File: src/rtl/alu_writeback_pkg.sv
// Shared definitions for the ALU writeback stage: opcode encodings,
// skid-FIFO state encodings and the buffered-entry payload type.
package alu_writeback_pkg;

    // ALU opcode encodings (sOP_*)
    localparam logic [2:0] sOP_NULL    = 3'b000;
    localparam logic [2:0] sOP_ADD     = 3'b001;
    localparam logic [2:0] sOP_SUB     = 3'b010;
    localparam logic [2:0] sOP_AND     = 3'b011;
    localparam logic [2:0] sOP_OR      = 3'b100;
    localparam logic [2:0] sOP_XOR     = 3'b101;
    localparam logic [2:0] sOP_PASS    = 3'b110;
    localparam logic [2:0] sOP_ILLEGAL = 3'b111;

    // Skid-FIFO occupancy states
    localparam logic [1:0] ST_EMPTY = 2'd0;
    localparam logic [1:0] ST_ONE   = 2'd1;
    localparam logic [1:0] ST_FULL  = 2'd2;

    // One buffered ALU result; bit 8 of result is carry/borrow
    typedef struct packed {
        logic [8:0] result;
        logic [2:0] opcode;
    } wb_payload_t;

    // Only arithmetic opcodes produce a meaningful carry/borrow
    function automatic logic op_sets_carry(input logic [2:0] op);
        return (op == sOP_ADD) || (op == sOP_SUB);
    endfunction

endpackage

File: src/rtl/wb_regfile.sv
// Register file for the writeback stage: 2**ADDR_W x 8 bits,
// one synchronous write port, two asynchronous read ports.
// Reads never bypass the write in flight: same-cycle reads see the old value.
module wb_regfile #(
    parameter int ADDR_W = 2
) (
    input  logic              clk,
    input  logic              rst_n,
    input  logic              we,
    input  logic [ADDR_W-1:0] waddr,
    input  logic [7:0]        wdata,
    input  logic [ADDR_W-1:0] raddr_a,
    input  logic [ADDR_W-1:0] raddr_b,
    output logic [7:0]        rdata_a,
    output logic [7:0]        rdata_b
);

    localparam int DEPTH = 1 << ADDR_W;

    logic [7:0] regs_q [DEPTH];

    // Register write; every entry clears on reset
    // NOTE: the array is reset (not left as plain RAM) because software-visible registers must read 0 after reset.
    always_ff @(posedge clk or negedge rst_n) begin
        if (!rst_n) begin
            for (int i = 0; i < DEPTH; i++) begin
                regs_q[i] <= 8'h00;
            end
        end else if (we) begin
            regs_q[waddr] <= wdata;
        end
    end

    assign rdata_a = regs_q[raddr_a];
    assign rdata_b = regs_q[raddr_b];

endmodule

File: src/rtl/alu_writeback.sv
// ALU writeback stage: a 2-entry skid FIFO absorbs ALU results while the
// register-file write is stalled, then retires them in order into wb_regfile
// and updates the {carry, zero} flag register.
// Optional feature: define ALU_WRITEBACK_FLAGS_EN to implement the flag
// register; otherwise out_flags is tied to 2'b00.
module alu_writeback
    import alu_writeback_pkg::*;
#(
    parameter int ADDR_W = 2
) (
    input  logic              in_clk,
    input  logic              in_rst_n,
    input  logic              in_valid,
    output logic              out_ready,
    input  logic [8:0]        in_result,
    input  logic [2:0]        s_opcode,
    input  logic [ADDR_W-1:0] in_dest,
    input  logic              in_stall,
    input  logic [ADDR_W-1:0] in_rd_a,
    input  logic [ADDR_W-1:0] in_rd_b,
    output logic [7:0]        out_a,
    output logic [7:0]        out_b,
    output logic [1:0]        out_flags,
    output logic              out_err
);

    logic [1:0]        state_q, state_d;
    logic              ready_q;
    logic              err_q;
    wb_payload_t       head_q, tail_q;
    logic [ADDR_W-1:0] head_dest_q, tail_dest_q;

    logic accept;
    logic retire;
    logic head_illegal;
    logic reg_we;

    assign accept       = in_valid && ready_q;
    assign retire       = (state_q != ST_EMPTY) && !in_stall;
    assign head_illegal = (head_q.opcode == sOP_ILLEGAL);
    assign reg_we       = retire && !head_illegal;

    // FIFO occupancy next-state
    // NOTE: state_d is defaulted first so every path assigns it and no latch is inferred.
    always_comb begin
        state_d = state_q;
        case (state_q)
            ST_EMPTY: if (accept) state_d = ST_ONE;
            ST_ONE: begin
                if (accept && !retire)      state_d = ST_FULL;
                else if (!accept && retire) state_d = ST_EMPTY;
            end
            ST_FULL:  if (retire) state_d = ST_ONE;
            default:  state_d = ST_EMPTY;
        endcase
    end

    // State, registered ready and the illegal-opcode error pulse
    // NOTE: sequential state uses non-blocking assignments so all flops update together at the edge.
    always_ff @(posedge in_clk or negedge in_rst_n) begin
        if (!in_rst_n) begin
            state_q <= ST_EMPTY;
            ready_q <= 1'b1;
            err_q   <= 1'b0;
        end else begin
            state_q <= state_d;
            ready_q <= (state_d != ST_FULL);
            err_q   <= retire && head_illegal;
        end
    end

    // Payload storage: head is the oldest entry, tail the second one
    always_ff @(posedge in_clk or negedge in_rst_n) begin
        if (!in_rst_n) begin
            head_q      <= '0;
            tail_q      <= '0;
            head_dest_q <= '0;
            tail_dest_q <= '0;
        end else if (accept) begin
            if ((state_q == ST_EMPTY) || retire) begin
                head_q      <= '{result: in_result, opcode: s_opcode};
                head_dest_q <= in_dest;
            end else begin
                tail_q      <= '{result: in_result, opcode: s_opcode};
                tail_dest_q <= in_dest;
            end
        end else if ((state_q == ST_FULL) && retire) begin
            head_q      <= tail_q;
            head_dest_q <= tail_dest_q;
        end
    end

    wb_regfile #(
        .ADDR_W (ADDR_W)
    ) u_regfile (
        .clk     (in_clk),
        .rst_n   (in_rst_n),
        .we      (reg_we),
        .waddr   (head_dest_q),
        .wdata   (head_q.result[7:0]),
        .raddr_a (in_rd_a),
        .raddr_b (in_rd_b),
        .rdata_a (out_a),
        .rdata_b (out_b)
    );

`ifdef ALU_WRITEBACK_FLAGS_EN
    logic carry_q, zero_q;

    // Flag update on retire of a legal opcode; sOP_NULL leaves both flags alone
    always_ff @(posedge in_clk or negedge in_rst_n) begin
        if (!in_rst_n) begin
            carry_q <= 1'b0;
            zero_q  <= 1'b0;
        end else if (reg_we) begin
            if (op_sets_carry(head_q.opcode)) carry_q <= head_q.result[8];
            if (head_q.opcode != sOP_NULL)    zero_q  <= (head_q.result[7:0] == 8'h00);
        end
    end

    assign out_flags = {carry_q, zero_q};
`else
    // Carry bit only feeds the flag register, which is not built here
    logic flags_unused;
    assign flags_unused = head_q.result[8];
    assign out_flags    = 2'b00;
`endif

    assign out_ready = ready_q;
    assign out_err   = err_q;

endmodule

File: config.mk
export PLATFORM = sky130hd
export DESIGN_NAME = alu_writeback
export DESIGN_NICKNAME = d
export VERILOG_FILES = /design/src/rtl/alu_writeback_pkg.sv /design/src/rtl/wb_regfile.sv /design/src/rtl/alu_writeback.sv
export SDC_FILE = /design/constraint.sdc
export NUM_CORES = 1
export LEC_CHECK = 0
export ABC_AREA = 1
export CAP_MARGIN = 5
export CORE_MARGIN = 2
export CORE_UTILIZATION = 44
export DETAILED_ROUTE_END_ITERATION = 7
export PLACE_DENSITY = 0.79
export SYNTH_ARGS = -nofsm -noshare
export SYNTH_HDL_FRONTEND = slang
export SYNTH_SLANG_ARGS = --single-unit
File: constraint.sdc
create_clock -name in_clk -period 1.3 [get_ports in_clk]
set_input_delay 0.325 -clock in_clk [delete_from_list [all_inputs] [get_ports in_clk]]
set_output_delay 0.325 -clock in_clk [all_outputs]
set_load 0.03 [all_outputs]
==> reports/summary.md <==
In this run the number of H-tree levels came out at 3. Entering global routing, the biggest net connects 63 pins. In this run the remaining antenna-violating nets after routing total 0.

42 I/O pins were placed. Of all nets on the critical path, the largest fanout is 2. The critical path required time is 0.98 ns.

The total net switching power is 0.00387 W, and the maximum buffer depth of the clock tree is 2. For the count of warnings emitted by yosys, the log shows 0. Count of cells along the worst hold path: 2. On the final layout, the worst hold slack is 0.380 ns. The die covers 8090 µm². The part of the power in registers was 39.5%; the fraction of layout cells with a size suffix above 1 was 36.3%. The congestion estimate from routability-driven global placement came to 0.834. The area of combinational cells with multiple inputs is 1920 µm², and the final wirelength is 8.91 mm. For this design, the sink count on the clock tree is 62. After synthesis, flip-flops and latches occupy 47.8% of the total area. The number of pins with negative max-slew slack in the final report is 0, and the total global routing overflow is 0.

The tools report the starting density of the core as 45.1%. The tool flagged a number of max-cap violations equal to 0. By area the synthesized netlist is led by sky130_fd_sc_hd__dfrtp_1 (47%), sky130_fd_sc_hd__nand2_1 (17%), sky130_fd_sc_hd__nand4_1 (8.9%). Number of cells traversed by the worst register-to-register path: 6. The average cell area after synthesis is 7.68 µm², and the via-per-instance ratio is 5.45. The worst setup path is captured at an output port. After Yosys synthesis, and, or, nand and nor cells account for 35.5% of the synthesized area. The largest family of logic cells by synthesized area was simple AND/OR/NAND/NOR gates.

The clock-pin transition on the worst setup and hold timing paths came out at 0.07 ns. For the finished layout, the period the worst path requires is 1.54 ns. For this block, the via count after detailed routing is 3269. The number of hold violations in the final report is 0.

The number of distinct standard cells referenced by the synthesized netlist is 26, and the final setup slack of the worst path is -0.240 ns. The cell count after synthesis came out at 423. The clock network is responsible for 15.9% of the overall power. The number of antenna diodes in the final layout is 0.

The cell area that synthesis handed to floorplanning was 3250 µm². The power per unit of standard cell area came out at 1930 nW/µm². The run gives 5 as the number of detailed-routing iterations run before antenna repair. The die span in y is 90.0 µm, and the switching fraction of total power is 42.6%. The horizontal extent of the die works out to 90.0 µm. The setup TNS is -4.05 ns, and the flop and latch count out of synthesis is 62. The initial antenna violation count was 0.

Setup repair after global routing could not meet its margin everywhere. The worst hold-check path type was primary input to flip-flop. The core region area came out at 7210 µm². The setup path with the least slack is of type flip-flop to output port.

TritonCTS built the clock tree. In the routed design, unresolved DRC markers number 0. The number of placement rows is 31, and the number of filler instances in the final layout is 615.

Cell internal power was estimated by the tool at 0.00522 W. After synthesis, the largest area contributor takes up 47.0% of total cell area. The biggest area contributor in the post-synthesis netlist is sky130_fd_sc_hd__dfrtp_1.

The relative contribution of combinational cells to total power came out at 44.7%. The xor and xnor fraction of the mapped netlist area came out at 0%. The portion of netlist area occupied by mux cells was 0%.

The arrival time of the worst setup path was 1.22 ns; the final setup violation count was 31. Global routing used 20.5% of the available tracks. The via count of the first global-routing pass is 2856. For this design the static power due to leakage is 2.24 nW. Summed over all nets, the half-perimeter wirelength after detailed placement is 5.46 mm. The final reports fail on negative setup slack. Input and output buffers added on the ports amount to 38.

The synthesized netlist devotes 10.1% of its cell area to compound gates. For the highest ir drop seen on vdd, the log shows 0.910 mV. Clock latency on the worst-skew pair, taken at its later pin, is 0.34 ns. After the first detailed-routing iteration, the DRC count stood at 176. The tools report the worst clock skew as 0.0112 ns.

Registers take 1560 µm². The maximum achievable frequency was 0.649 GHz; the signed area change from the synthesized netlist to the final layout was 45.3%. The root buffer cell chosen for the clock tree is sky130_fd_sc_hd__clkbuf_8. The adder and majority gate portion of the synthesized area is 0%. The mean routed wirelength per cell is 14.9 µm. The run finished, with violations left. The first global-routing pass estimated 13.5 mm of wire. The sort of element at the start of the critical path is a flip-flop. The net count of the finished layout is 518. The fraction of the cycle the final worst path needs is 118%, and the clock buffer count from CTS is 9.
worst paths after layout:
check | end | slack (ns) | from
worst max-delay path | out_a[1] | -0.24 | u_regfile.regs_q[9]
worst min-delay path | out_err | 0.38 | in_stall
worst max register to register | head_q[2] | -0.07 | out_ready
worst min register to register | tail_q[9] | 0.48 | tail_q[9]
max in group asynchronous | out_ready | 0.47 | in_rst_n
min in group asynchronous | tail_q[6] | 0.51 | in_rst_n
routing by layer:
layer / GRT usage (%) / part of all wire [%]
met2: 34.4 / 51
met3: 2.77 / 4.2
met5: 0 / 0
met1: 25.9 / 42
met4: 10.6 / 2.8
timing repair:
action / CTS / global route
setup endpoints to repair: 18 / 75
hold buffers: 1 / 0
resized for setup: 83 / 81
buffers inserted: 8 / 10
gates cloned: 3 / 3
pin swaps: 13 / 23
hold endpoints to repair: 36 / 0
cell usage after synthesis (all sizes together):
cell type	count
a21boi	1
a21oi	14
buf	17
clkbuf	9
clkinv	1
conb	1
dfrtp	61
dfstp	1
inv	17
nand2	149
nand3	33
nand4	46
nor2	23
nor3	1
o21ai	47
o22ai	2
cells in the final DEF, fill, tap and decap left out, types with 4 or more instances in the layout:
master / count
sky130_fd_sc_hd__nand3_1: 23
sky130_fd_sc_hd__dfrtp_1: 59
sky130_fd_sc_hd__o21ai_2: 22
sky130_fd_sc_hd__nand4_1: 46
sky130_fd_sc_hd__inv_1: 4
sky130_fd_sc_hd__buf_6: 22
sky130_fd_sc_hd__nand2_2: 16
sky130_fd_sc_hd__buf_4: 33
sky130_fd_sc_hd__nand2_8: 4
sky130_fd_sc_hd__a21oi_2: 11
sky130_fd_sc_hd__o21ai_1: 22
sky130_fd_sc_hd__clkinvlp_4: 6
sky130_fd_sc_hd__nand3_4: 8
sky130_fd_sc_hd__nand2_4: 6
sky130_fd_sc_hd__buf_8: 4
sky130_fd_sc_hd__nor2_2: 7
sky130_fd_sc_hd__inv_2: 8
sky130_fd_sc_hd__clkbuf_1: 4
sky130_fd_sc_hd__clkbuf_8: 10
sky130_fd_sc_hd__nand2_1: 123
sky130_fd_sc_hd__clkdlybuf4s50_1: 14
sky130_fd_sc_hd__nor2_1: 15
worst max-delay path, stage by stage, from the launching register on:
cell	delay [ns]
sky130_fd_sc_hd__dfrtp_1	0.38
sky130_fd_sc_hd__inv_2	0.06
sky130_fd_sc_hd__a21oi_2	0.14
sky130_fd_sc_hd__o21ai_2	0.08
sky130_fd_sc_hd__o21ai_2	0.06
sky130_fd_sc_hd__buf_6	0.14
logic make-up after synthesis:
logic type / count (synthesis)
buf+inv: 44
compound gates: 64
other cells: 1
flops: 62
simple gates: 252
area by class of cell:
class	instances	share of cell area, %
multi-input cells	319	40.6
flip-flops and latches	62	32.9
repair buffers	83	17.9
clock buffers	14	3.23
well taps	99	2.62
inverters	18	2.09
repair inverters	3	0.477
clock inverters	2	0.212
sequential cells by signal, summed over array words and instances (netlist names):
name / cells
head_dest_q: 2
head_q: 11
out_err: 1
out_ready: 1
state_q: 2
tail_dest_q: 2
tail_q: 11
u_regfile.regs_q: 32
power by group through the flow:
stage	registers (W)	clock network, W	logic, W
2_1_floorplan	0.00325	0	0.00223
4_1_cts	0.00346	0.00147	0.00335
6_report	0.00359	0.00144	0.00406
3_3_place_gp	0.00341	0	0.00297
3_5_place_dp	0.00345	0	0.00307
5_1_grt	0.00367	0.00157	0.00442
stage by stage:
step                power [W]  util, %  setup slack [ns]  cells  cell area [µm²]
finish                0.00910     65.5            -0.240    600             4720
global route          0.00965     65.5            -0.299    600             4720
floorplan             0.00549        -           -0.0391    424             3450
detailed placement    0.00652     54.1            -0.649    561             3900
global placement      0.00638     54.1            -0.587    561             3900
CTS                   0.00827     59.0            -0.266    587             4260
(Power assumes the default switching activity.)
